<file path="src/rtl/spi_master_ctrl.sv">
// SPI master engine: programmable SCLK divider, CPOL/CPHA modes, bit order,
// multiple chip selects and multi-word bursts over a valid/ready TX handshake.
module spi_master_ctrl #(
    parameter int WORD_W = 8,
    parameter int NUM_CS = 4,
    parameter int DIV_W  = 8,
    parameter int CS_W   = (NUM_CS > 1) ? $clog2(NUM_CS) : 1
) (
    input  logic              clk,
    input  logic              rst,
    input  logic              spi_en,
    input  logic              cpol,
    input  logic              cpha,
    input  logic              lsb_first,
    input  logic [DIV_W-1:0]  clk_div,
    input  logic [CS_W-1:0]   cs_sel,
    input  logic [WORD_W-1:0] tx_data,
    input  logic              tx_last,
    input  logic              tx_valid,
    output logic              tx_ready,
    input  logic              miso,
    output logic              mosi,
    output logic              sclk,
    output logic [NUM_CS-1:0] cs_n,
    output logic [WORD_W-1:0] rx_data,
    output logic              rx_valid,
    output logic              busy,
    output logic              done
);

    localparam int TGL  = 2 * WORD_W;
    localparam int TC_W = $clog2(TGL + 1);

    typedef enum logic [2:0] {IDLE, SETUP, XFER, WAIT, HOLD, GAP} state_t;
    state_t state, state_nx;

    logic              cpol_l, cpha_l, lsb_l, last_l;
    logic [DIV_W-1:0]  div_l, cnt;
    logic [CS_W-1:0]   cs_l;
    logic [TC_W-1:0]   tcnt, tgl_k;
    logic [WORD_W-1:0] tx_sr, rx_sr;
    logic              accept, half_done, from_idle, cpha_e, lsb_e;
    logic              tgl, last_tgl, shift_now, sample_now;

    function automatic logic head(input logic [WORD_W-1:0] w, input logic lsb);
        return lsb ? w[0] : w[WORD_W-1];
    endfunction

    function automatic logic [WORD_W-1:0] drop(input logic [WORD_W-1:0] w, input logic lsb);
        return lsb ? {1'b0, w[WORD_W-1:1]} : {w[WORD_W-2:0], 1'b0};
    endfunction

    function automatic logic [WORD_W-1:0] ins(input logic [WORD_W-1:0] w, input logic b,
                                              input logic lsb);
        return lsb ? {b, w[WORD_W-1:1]} : {w[WORD_W-2:0], b};
    endfunction

    assign accept     = tx_valid & tx_ready;
    assign half_done  = (cnt == '0);
    assign from_idle  = (state == IDLE);
    // The first accept of a frame must act on the live config, not the stale latch.
    assign cpha_e     = from_idle ? cpha : cpha_l;
    assign lsb_e      = from_idle ? lsb_first : lsb_l;
    assign tgl_k      = tcnt + TC_W'(1);
    assign tgl        = (state == XFER) && half_done;
    assign last_tgl   = tgl && (tgl_k == TC_W'(TGL));
    assign shift_now  = tgl && (tgl_k[0] == cpha_l) && !last_tgl;
    assign sample_now = tgl && (tgl_k[0] != cpha_l);

    always_ff @(posedge clk or posedge rst) begin
        if (rst) state <= IDLE;
        else     state <= state_nx;
    end

    always_comb begin
        state_nx = state;
        if (state != IDLE && !spi_en) begin
            state_nx = IDLE;
        end else begin
            case (state)
                IDLE:    if (accept)    state_nx = SETUP;
                SETUP:   if (half_done) state_nx = XFER;
                XFER:    if (last_tgl)  state_nx = last_l ? HOLD : WAIT;
                WAIT:    if (accept)    state_nx = SETUP;
                HOLD:    if (half_done) state_nx = GAP;
                GAP:     if (half_done) state_nx = IDLE;
                default:                state_nx = IDLE;
            endcase
        end
    end

    always_comb begin
        busy     = (state != IDLE);
        tx_ready = !rst && spi_en && (state == IDLE || state == WAIT);
        cs_n     = '1;
        // An out-of-range index shifts the bit out, leaving every select high.
        if (state inside {SETUP, XFER, WAIT, HOLD})
            cs_n = ~(NUM_CS'(1) << cs_l);
    end

    always_ff @(posedge clk or posedge rst) begin
        if (rst) begin
            cpol_l   <= 1'b0;
            cpha_l   <= 1'b0;
            lsb_l    <= 1'b0;
            last_l   <= 1'b0;
            div_l    <= '0;
            cs_l     <= '0;
            cnt      <= '0;
            tcnt     <= '0;
            tx_sr    <= '0;
            rx_sr    <= '0;
            mosi     <= 1'b0;
            sclk     <= 1'b0;
            rx_data  <= '0;
            rx_valid <= 1'b0;
            done     <= 1'b0;
        end else begin
            rx_valid <= 1'b0;
            done     <= 1'b0;
            if (cnt != '0) cnt <= cnt - DIV_W'(1);
            else           cnt <= div_l;

            if (accept) begin
                if (from_idle) begin
                    cpol_l <= cpol;
                    cpha_l <= cpha;
                    lsb_l  <= lsb_first;
                    div_l  <= clk_div;
                    cs_l   <= cs_sel;
                    cnt    <= clk_div;
                    sclk   <= cpol;
                end else begin
                    cnt <= div_l;
                end
                last_l <= tx_last;
                tcnt   <= '0;
                if (!cpha_e) begin
                    mosi  <= head(tx_data, lsb_e);
                    tx_sr <= drop(tx_data, lsb_e);
                end else begin
                    tx_sr <= tx_data;
                end
            end else if (state_nx == IDLE) begin
                sclk <= cpol;
                mosi <= 1'b0;
                done <= (state == GAP) && spi_en;
            end else if (tgl) begin
                sclk <= ~sclk;
                tcnt <= tgl_k;
                if (shift_now) begin
                    mosi  <= head(tx_sr, lsb_l);
                    tx_sr <= drop(tx_sr, lsb_l);
                end
                if (sample_now) rx_sr <= ins(rx_sr, miso, lsb_l);
                if (last_tgl) begin
                    rx_valid <= 1'b1;
                    rx_data  <= cpha_l ? ins(rx_sr, miso, lsb_l) : rx_sr;
                end
            end
        end
    end

endmodule
</file>
<file path="config.mk">
export PLATFORM = sky130hd
export DESIGN_NAME = spi_master_ctrl
export DESIGN_NICKNAME = d
export VERILOG_FILES = /design/src/rtl/spi_master_ctrl.sv
export SDC_FILE = /design/constraint.sdc
export NUM_CORES = 1
export LEC_CHECK = 0
export ABC_AREA = 1
export ABC_CLOCK_PERIOD_IN_PS = 2500
export CAP_MARGIN = 20
export CORE_ASPECT_RATIO = 0.7
export CORE_MARGIN = 2
export CORE_UTILIZATION = 40
export DETAILED_ROUTE_END_ITERATION = 16
export PLACE_DENSITY = 0.65
export SLEW_MARGIN = 25
export SYNTH_ARGS = -nofsm -noshare
export SYNTH_HDL_FRONTEND = slang
export SYNTH_SLANG_ARGS = --single-unit
</file>
<file path="constraint.sdc">
create_clock -name clk -period 2.5 [get_ports clk]
set_clock_uncertainty 0.05 [all_clocks]
set_input_delay 0.25 -clock clk [delete_from_list [all_inputs] [get_ports clk]]
set_output_delay 0.25 -clock clk [all_outputs]
set_load 0.005 [all_outputs]
</file>
* Yosys cells after proc, flatten, opt, wreduce, memory -nomap -nowiden
Index checks and enable logic that the tools add are counted.
** Operators by class
- Add/sub/neg operators :: 2
- Reductions and logical operators :: 31
- Multipliers :: 0
- Order comparisons :: 0
- Equality and inequality tests :: 11
- Divide/modulo/power cells :: 0
- Muxes and demuxes :: 43
- Bitwise logic cells :: 5
- Shift-type cells :: 1
** Operators with widths (number)
- $mux 8 :: 12
- $mux 3 :: 7
- $mux 1 :: 19
- $mux 5 :: 3
- $pmux 3 s5 :: 1
- $logic_and 1x1->1 :: 9
- $reduce_bool 3->1 :: 3
- $logic_not 8->1 :: 1
- $reduce_and 4->1 :: 2
- $reduce_bool 8->1 :: 1
- $sub 8x1->8 const B :: 1
- $eq 3x2->1 const B :: 2
- $eq 3x3->1 const B :: 2
- $logic_not 3->1 :: 2
- $reduce_and 2->1 :: 3
- $reduce_and 3->1 :: 2
- $add 5x1->5 const B :: 1
- $eq 5x5->1 const B :: 1
- $mux 4 :: 1
- $ne 2x2->1 const B :: 2
- $not 4->4 :: 1
- $reduce_bool 2->1 :: 2
- $reduce_bool 4->1 :: 1
- $shl 1x2->4 const A :: 1
- 9 further kinds :: 13
** Word-level totals
- Latch bits :: 0
- Bits in read-only memories :: 0
- Memories kept :: 0
- Bits in writable memories :: 0
- Bits in registers :: 57

* Logic depth before layout (Yosys ltp)
- Word-level depth :: 10
- Depth in mapped cells :: 18

* Worst setup path after synthesis
OpenSTA, ideal clock, no wires.
- Path type :: reg-to-reg
- From :: register cnt[0]
- To :: register sclk
- Stages on the path, launching flop included :: 19
- Arrival :: 1.884 ns
- Path slack :: 0.448 ns
- Data required time :: 2.333 ns
- Setup time :: 0.117 ns
- Clock period less this slack :: 2.052 ns
- Path buffers :: 1
- Cell sequence :: dfrtp_1 inv_1 ha_1 inv_1 nor2_1 nand2_2 inv_2 nand2_1 nand2_1 nand2_1 inv_1 nand2_1 nand2_1 nand3_4 nand2_2 buf_4 nand2_1 nand3_1 nand2_1
** On the way
- Cells in the longest elaborated chain, start to end :: 9
- Elaborated cells on any way between the ends :: 14
** Ends and longest elaborated chain
- from (decl) :: line 38 : logic [DIV_W-1:0] div_l, cnt;
- from (signal assigned) :: line 121 : if (cnt != '0) cnt <= cnt - DIV_W'(1);
- from (signal assigned) :: line 122 : else cnt <= div_l;
- from (signal assigned) :: line 131 : cnt <= clk_div;
- $logic_not 8->1 (*) :: line 59 : assign half_done = (cnt == '0);
- $logic_and 1x1->1 :: line 65 : assign tgl = (state == XFER) && half_done;
- $logic_and 1x1->1 :: line 66 : assign last_tgl = tgl && (tgl_k == TC_W'(TGL));
- $mux 3 :: line 83 : XFER: if (last_tgl) state_nx = last_l ? HOLD : WAIT;
- $pmux 3 s5 :: line 80 : case (state)
- $mux 3 :: line 77 : if (state != IDLE && !spi_en) begin
- $logic_not 3->1 :: line 144 : end else if (state_nx == IDLE) begin
- $reduce_bool 3->1 (no source line) / $mux 1 (equally long branches)
- $reduce_and 2->1 (no source line) / $mux 1 (equally long branches)
- to (signal assigned) :: line 132 : sclk <= cpol;
- to (signal assigned) :: line 145 : sclk <= cpol;
- to (signal assigned) :: line 149 : sclk <= ~sclk;
- to (decl) :: line 23 : output logic sclk,
Mark *: on every way between the ends. The rest lies on a longest branch, timed or not.
A chain may end at the register's enable or synchronous reset.

* Worst setup path in the final report
- From :: register tcnt[1]
- To :: register rx_sr[5]
** On the way
- Cells in the longest elaborated chain, start to end :: 9
** Ends and longest elaborated chain
- from (decl) :: line 40 : logic [TC_W-1:0] tcnt, tgl_k;
- from (signal assigned) :: line 150 : tcnt <= tgl_k;
- $add 5x1->5 :: line 64 : assign tgl_k = tcnt + TC_W'(1);
- $eq 5x5->1 :: line 66
- $logic_and 1x1->1 :: line 66
- $mux 3 :: line 83
- $pmux 3 s5 :: line 80
- $mux 3 :: line 77
- $logic_not 3->1 :: line 144
- $not 1->1 (no source line)
- $reduce_and 4->1 (no source line)
- to (signal assigned) :: line 155 : if (sample_now) rx_sr <= ins(rx_sr, miso, lsb_l);
- to (decl) :: line 41 : logic [WORD_W-1:0] tx_sr, rx_sr;
Every way passes these cells.

==> reports/metrics.yaml <==
crit_chain: "ha_1 > xnor2_1 > nand2_1 > nor2_4 > nand3_1 > nand2_1 > nand2_1 > nand3_4 > nand2_2 > inv_4 > nand2_2 > nand2_1 > nand2_1"
cts_sinks: 57
crit_buf_inv: 1
crit_path_start_kind: "flip-flop"
synth_area_um2: 3290
synth-edff-count: 0
multi_input_comb_area_um2: 1560
rsz0062_at_grt: "no"
final-seq-area_um2: 1430
ir_drop_uv: 448
holdCritPathClass: "in -> async"
cts-root-buf: "clkbuf_16"
cts_tree: "built"
dpl.hpwl_mm: 5.91
grt_pass1_vias: 2827
finalSetupTns_ns: 0
hold_viol_final: 0
fillCellCount: 789
ys.flop_type: "dfrtp_1"
worst_hold_slack_ns: 0.284
crit_path_end_kind: "flip-flop"
drtPass1Iterations: 5
yosys.area.top_type: "dfrtp_1"
grt_usage_pct: 19.2
ys_async_sr_fraction_pct: 100
synth.area.top_cells: "dfrtp_1, nand2_1, o21ai_0"
syn_avg_cell_area_um2: 7.29
antenna_found_initial: 0
remaining_drc_errors: 0
max_freq_ghz: 0.444
areaGrowthSynthToFinish_pct: 29.3
core_um2: 7910
die_y_um: 79.9
setup_viol: 0
min_period_ns: 2.25
cts.clk_slew.worst_paths_ns: 0.05
row_count: 27
grt_max_degree: 38
cp.arrival_ns: 2.41
gp_congestion: 0.940
crit_family: "simple AND/OR/NAND/NOR gates"
relSlewSlack_pct: 67.0
path_common_cell: "nand2_1"
yosys_warnings: 0
netlist.area_leader.share_pct: 43.4
cts_buffers: 9
antenna_cells: 0
fp.dieW_um: 112
clock_path_buffers: 2
vias: 3031
io_buffers: 44
gr-total-overflow: 0
ff2ff_setup_slack_ns: 0.25
io_pins: 45
grt_pass1_wl_mm: 13.6
dieArea_um2: 8970
worst_slew_pin_slew_ns: 0.495
critPathMaxStageDelay_ns: 0.44
crit_type: "reg -> reg"
layout-drive-gt1-share_pct: 10.5
p_per_area_nw_per_um2: 1040
syn_inst: 451
cts_setup_buffers: 0
worst_skew_pair.late_latency_ns: 0.33
outcome: "finished, final reports clean"
syn_nets: 482
yosysUniqueCellTypes: 30
slew_violations: 0
p_leak_uw: 0.00210
ys_ff_latch: 57
drtIter0Drc: 236
slowest_stage: "dfrtp_1"
wl_per_cell_um: 13.1
ctsHtreeMaxLevel: 3
start_util_pct: 41.6
critPathMaxFanout: 10
ys_seq_area_share_pct: 43.4
fin_crit_sh_pct: 90.1
cap_viol_max_count: 0
via_per_inst: 4.94
drtAntennaViolNets: 0
nNetsFinal: 538
cp.required_ns: 2.66
routed_wl_mm: 8.03
[Yosys cell counts (2+ instances only)]
library cell and number:
inv_2 7, nand4_1 3, clkbuf_1 9, nor2_1 17
inv_1 62, ha_1 4, nand3_4 2, nand2_2 7
xor2_1 3, xnor2_1 2, nand2_1 139, nor2_2 3
o211ai_1 6, o21ai_1 6, a221oi_1 2, nand3_1 29
dfrtp_1 57, buf_4 2, nor3_1 4, o221ai_1 8
a21oi_1 12, o21ai_0 59
[layout by cell type (no fill, tap or decap), types with 3 or more instances in the layout]
cell type and instances:
nand2_2 7, xor2_1 3, clkbuf_16 9, clkdlybuf4s50_1 44, o21ai_1 7, nor3_1 4
o21ai_0 58, inv_1 61, nor2_2 5, ha_1 4, nand2_1 139, o211ai_1 6
nor2_1 15, dfrtp_1 57, nand4_1 3, nand3_1 29, o221ai_1 8, inv_2 7
buf_4 10, a21oi_1 12
[area by class of cell]
class	instances	area share, %
Multi-Input combinational cell	313	36.6
Sequential cell	57	33.6
Inverter	70	6.24
Timing Repair Buffer	56	12.9
Tap cell	101	2.97
Clock buffer	11	5.95
Clock inverter	5	1.83
[state kept, by name (all words and copies together) (netlist names)]
signal / count
rx_valid: 1
tx_sr: 8
cpha_l: 1
sclk: 1
lsb_l: 1
last_l: 1
mosi: 1
done: 1
cs_l: 2
tcnt: 5
rx_data: 8
state: 3
cnt: 8
rx_sr: 8
div_l: 8
[report_power, final]
| group | internal (uW) | total (uW) | leakage, uW | switching [uW] |
|---|---|---|---|---|
| Clock | 922 | 1350 | 0.000162 | 424 |
| Sequential | 1190 | 1390 | 0.000721 | 199 |
| Combinational | 672 | 1680 | 0.00121 | 1000 |
[final timing paths]
path                           from  depth (start not counted)          to
max                         tcnt[1]                         13    rx_sr[5]
min                             rst                          2        done
max reg2reg                 tcnt[1]                         13    rx_sr[5]
min reg2reg                rx_sr[0]                          2    rx_sr[0]
max in group asynchronous       rst                          3  rx_data[3]
min in group clk           rx_sr[0]                          2    rx_sr[0]
[kinds of logic after synthesis]
kind of cell,after synthesis,share of synthesized area [%]
AND/OR/NAND/NOR,209,28.2
AO/OA/AOI/OAI,95,16.1
buffers and inverters,81,9.47
flip-flops,57,43.4
XOR/XNOR,5,1.33
adder cells (fa/ha/maj),4,1.52
[layer usage]
metal / vias to the layer above / track usage (%) / share of wire (%)
li1: 1571 / - / -
met1: 1360 / 28.7 / 53
met2: 89 / 26.6 / 40
met3: 11 / 5.54 / 5.9
met4: 0 / 5.61 / 1.1
met5: - / 0 / 0
[per-stage QoR]
step,area [um^2],setup WS [ns],util [%],total power [uW],std cells
finish,4250,0.248,53.8,4410,613
global route,4250,0.0273,53.8,4750,613
CTS,4240,0.178,53.6,4410,613
detailed placement,3910,0.139,49.4,3030,597
global placement,3910,0.153,49.4,3010,597
floorplan,3290,0.448,-,2530,451
[timing repair]
action | 4_1_cts | 5_1_grt
gates resized for setup | 0 | 5
hold buffers | 0 | 0
hold endpoints to repair | 0 | 0
setup endpoints to repair | 0 | 17
Note: power is estimated with default switching activity, not from simulation.
==> patch 1 (same flow settings) <==
Reset style: synchronous (`rst`), changed in 2 clocked blocks.
--- a/src/rtl/spi_master_ctrl.sv
+++ b/src/rtl/spi_master_ctrl.sv
@@ -67,7 +67,7 @@
     assign shift_now  = tgl && (tgl_k[0] == cpha_l) && !last_tgl;
     assign sample_now = tgl && (tgl_k[0] != cpha_l);
 
-    always_ff @(posedge clk or posedge rst) begin
+    always_ff @(posedge clk) begin
         if (rst) state <= IDLE;
         else     state <= state_nx;
     end
@@ -98,7 +98,7 @@
             cs_n = ~(NUM_CS'(1) << cs_l);
     end
 
-    always_ff @(posedge clk or posedge rst) begin
+    always_ff @(posedge clk) begin
         if (rst) begin
             cpol_l   <= 1'b0;
             cpha_l   <= 1'b0;
Check against the original RTL: differs if rst is asserted again (counterexample within 4 cycles, from zero or initial values and one cycle with rst high); with rst held inactive, the same outputs for 10 cycles.
==> patch 1 against the unedited design <==
Final area shrank 0.44%. Synthesized cell count grew 7.5%. Sequential share of layout area shrank 6.6 points. Largest cell class unchanged. Sequential cell count is the same. Utilization is essentially flat. Total power shrank 5.3%. Hold slack gained 0.13 ns. Wire length grew 9.4%. Count of clock-buffer cells in the layout is the same. Critical path type unchanged. Worst setup slack lost 0.12 ns. Sequential power shrank 22%. Area after synthesis shrank 1.5%.
==> patch 1: results (changes against the unedited design) <==
- Avg Vias per Cell: 5.18 (+4.8%)
- Share of cells above drive strength 1: 11.4% (+0.81 points)
- Hold Path Depth: 2
- DP Cell Count: 624 (+4.5%)
- Clock latency on the worst-skew pair: 0.33 ns (about the same)
- Crit Path Max Fanout: 10 (unchanged)
- Final WL: 8.79 mm (+9.4%)
- Worst-path clk slew: 0.05 ns (about the same)
- Nets: 571 (+6.1%)
- CTS Buf Count: 9 (unchanged)
- Worst Tran Pin Value: 0.418 ns (-0.0773 ns)
- Initial antenna violation count: 0 (unchanged)
- Largest net degree at the start of global routing: 29 (-24%)
- Sequential area share after synthesis: 35.2% (-8.2 points)
- Initial DRC count: 229 (-3.0%)
- Critical path data arrival time: 2.58 ns (+0.17 ns)
- All-Layer GR Usage: 19.4% (+0.22 points)
- DRC viols: 0 (unchanged)
- Worst hold-check path type: flip-flop to flip-flop
- Outcome: finished, final reports clean
- Antenna Cells: 0 (unchanged)
- Post-synth top cells: nand2_1, inv_1, dfxtp_1
- Root Buffer: clkbuf_16
- DP Wirelength: 5.91 mm (about the same)
- P_leak: 1.77 nW (-15%)
- Ys flop type: dfxtp_1
- CTS Buffer Depth: 2 (unchanged)
- R2R depth: 15 (+2)
- Cell Area, Placed: 0.00380 mm^2 (-2.8%)
- Netlist cell types: 39 (+30%)
- Syn nets: 515 (+6.8%)
- Vias in the first global route: 2953 (+4.5%)
- YS warnings: 0 (unchanged)
- Setup WS pre-CTS: 0.0615 ns (-0.0777 ns)
- First-pass GRT wire length: 13.7 mm (+1.2%)
- GRT met1 Usage: 26.2% (-2.5 points)
- CTS H-Tree Depth: 3 (unchanged)
- Avg Inst Size Synth: 6.68 um^2 (-8.4%)
- Post-DR wirelength/cell: 13.6 um (+3.7%)
- Drt first pass iters: 5 (unchanged)
- Peak supply drop: 0.457 mV (+2.0%)
- Setup TNS: 0 ns (unchanged)
- Met3 usage: 4.73% (-0.81 points)
- Port Buffers: 44 (unchanged)
- Met2 usage: 30.2% (+3.6 points)
- Largest cells by area after synthesis: dfxtp_1, nand2_1, o21ai_0, inv_1, a21oi_1
- Fraction of synthesis flops using an asynchronous set or reset pin: 0% (-100 points)
- GPL Wtd Cong: 0.840 (-11%)
[patch 1: final cells by class]
| class | count | area, um^2 |
|---|---|---|
| flip-flops and latches | 57 | 1140 |
| repair buffers | 61 | 568 |
| inverters | 71 | 267 |
| well taps | 101 | 126 |
| fillers | 765 | 3640 |
| clock inverters | 5 | 78.8 |
| clock buffers | 11 | 243 |
| multi-input cells | 341 | 1810 |
[patch 1: cells by family after synthesis]
logic type	after synthesis	share of synthesized area, %
compound gates	120	20.4
xor+xnor	3	0.811
fa+ha+maj	3	1.16
buf+inv	91	11.6
flops	57	35.2
mux	4	1.24
simple gates	207	29.5
[patch 1: layer usage]
layer	up-vias	share of wire, %
met5	-	0
met4	0	1.5
met3	14	7.3
met2	115	42
met1	1504	50
li1	1719	-
[patch 1: path summary, 6_finish.rpt]
| path | startpoint | to | slack (ns) |
|---|---|---|---|
| worst max-delay path | cnt[0] | tcnt[4] | 0.13 |
| worst min-delay path | rx_data[0] | rx_data[0] | 0.42 |
| worst max register to register | cnt[0] | tcnt[4] | 0.13 |
| worst min register to register | rx_data[0] | rx_data[0] | 0.42 |
[patch 1: critical path, stage by stage, from the launching register on]
cell and delay, ns:
dfxtp_1 0.29, inv_1 0.10, ha_2 0.22, nand2_1 0.09, nor2_4 0.16, nand3_4 0.15, nor2_8 0.14, nand3_4 0.10
nand2_1 0.10, nand2_2 0.09, o21bai_4 0.28, buf_4 0.18, nand2_4 0.10, nand3_1 0.09, nand2_1 0.05, a21oi_1 0.11
[patch 1: repair_timing]
action	4_1_cts	5_1_grt
setup endpoints to repair	0	32
resized for setup	0	12
hold buffers	0	0
endpoints found under the hold margin	0	0
buffers inserted	0	3
[patch 1: where the power goes]
group / switching (mW) / internal, mW
logic: 1.13 / 0.621
registers: 0.0782 / 1.01
clock network: 0.435 / 0.897
total: 1.64 / 2.53
==> patch 2 (config.mk and constraints unchanged) <==
Without the edit above. Change the parameter `WORD_W` from 8 to 4.
--- a/src/rtl/spi_master_ctrl.sv
+++ b/src/rtl/spi_master_ctrl.sv
@@ -1,7 +1,7 @@
 // SPI master engine: programmable SCLK divider, CPOL/CPHA modes, bit order,
 // multiple chip selects and multi-word bursts over a valid/ready TX handshake.
 module spi_master_ctrl #(
-    parameter int WORD_W = 8,
+    parameter int WORD_W = 4,
     parameter int NUM_CS = 4,
     parameter int DIV_W  = 8,
     parameter int CS_W   = (NUM_CS > 1) ? $clog2(NUM_CS) : 1
Interface: changed (resized rx_data and tx_data); port bits go from 45 to 37. The function was not compared with the original's and may differ.
==> patch 2 against the unedited design <==
Die area down 23%. Worst setup slack worse by 0.00052 ns. Utilization down 3.5 points. Wire length down 30%. Total power down 33%. Sequential cell count down 13. Highest routed layer unchanged. Clock power down 57%. Final area down 27%. Maximum frequency about the same. Global-route usage down 2.0 points. Area after synthesis down 24%. First-iteration DRC count down 63%.
==> patch 2: results (changes against the unedited design) <==
- Non-clk bufs: 39 (-30%)
- Met3 usage: 3.90% (-1.6 points)
- Layout clock area frac: 3.94% (-3.8 points)
- Power share of the sequential group: 37.4% (+6.0 points)
- Post-synth top cells: nand2_1, dfrtp_1, inv_1
- P_leak: 1.51 nW (-28%)
- Port Buffers: 36 (-18%)
- Outcome: finished, final reports clean
- Critical path data arrival time: 2.38 ns (-0.03 ns)
- Logic power comb: 1.26 mW (-25%)
- Drt first pass iters: 4 (-1)
- Min Hold Slack: 0.247 ns (-0.0377 ns)
- First-pass GRT wire length: 9.39 mm (-31%)
- Share of cells above drive strength 1: 9.78% (-0.76 points)
- CTS Buf Count: 5 (-4)
- DP Wirelength: 4.26 mm (-28%)
- Compound-cell area share of the yosys netlist: 12.7% (-3.4 points)
- Vias in the first global route: 1987 (-30%)
- Syn nets: 353 (-27%)
- Sequential area share after synthesis: 44.1% (+0.73 points)
- Area occupied by multi-input gates: 0.00117 mm^2 (-25%)
- GRT met1 Usage: 26.9% (-1.8 points)
- Via count: 2182 (-28%)
- Peak supply drop: 0.376 mV (-16%)
- Initial DRC count: 87 (-63%)
- Non-clk buf share: 12.8% (-0.034 points)
- FF+latch area: 0.00110 mm^2 (-23%)
- Fill cells: 596 (-24%)
- Largest net degree at the start of global routing: 32 (-16%)
- Clock latency on the worst-skew pair: 0.31 ns (-0.02 ns)
- Inverters, non-clock: 53 (-24%)
- Yosys top cell area share: 44.1% (+0.73 points)
- Root Buffer: clkbuf_8
- Seq cells: 44 (-23%)
- Met2 wire length: 2.27 mm (-30%)
- Metal-1 WL: 2.97 mm (-30%)
- Worst-path clk slew: 0.09 ns (+0.04 ns)
- Critical Path Sink: rx_sr[2]
- Clock Buffer Count: 6 (-5)
- Slowest-stage cell, CP: dfrtp_1
- Crit Path Max Fanout: 14 (+4)
- Adder-Cell Fraction of Synth Area: 2.01% (+0.48 points)
- Netlist cell types: 36 (+20%)
- R2R depth: 12 (-1)
- Post-synthesis mux area share: 0.802% (+0.80 points)
- Multi-input comb cells: 224 (-28%)
- Nets: 394 (-27%)
- Post-DR wirelength/cell: 12.5 um (-4.3%)
- Sw power: 1.17 mW (-28%)
- All-Layer GR Usage: 17.2% (-2.0 points)
- CTS H-Tree Depth: 2 (-1)
==> patch 2: cell families (layout without fill, tap and decap cells) <==
kind of cell | after synthesis | in the layout
buffers and inverters | 58 | 100
flip-flops | 44 | 44
AO/OA/AOI/OAI | 56 | 56
adder cells (fa/ha/maj) | 4 | 4
XOR/XNOR | 6 | 6
multiplexers | 2 | 2
AND/OR/NAND/NOR | 156 | 156
==> patch 2: stage by stage <==
| stage | area (um^2) | power (mW) | std cells | worst slack [ns] | utilization (%) |
|---|---|---|---|---|---|
| 2_1_floorplan | 2500 | 2.02 | 326 | 0.579 | - |
| 3_3_place_gp | 2960 | 2.35 | 438 | 0.315 | 48.3 |
| 4_1_cts | 3080 | 2.96 | 446 | 0.202 | 50.3 |
| 5_1_grt | 3080 | 3.20 | 446 | 0.00729 | 50.3 |
| 6_report | 3080 | 2.94 | 446 | 0.248 | 50.3 |
| 3_5_place_dp | 2960 | 2.37 | 438 | 0.217 | 48.3 |
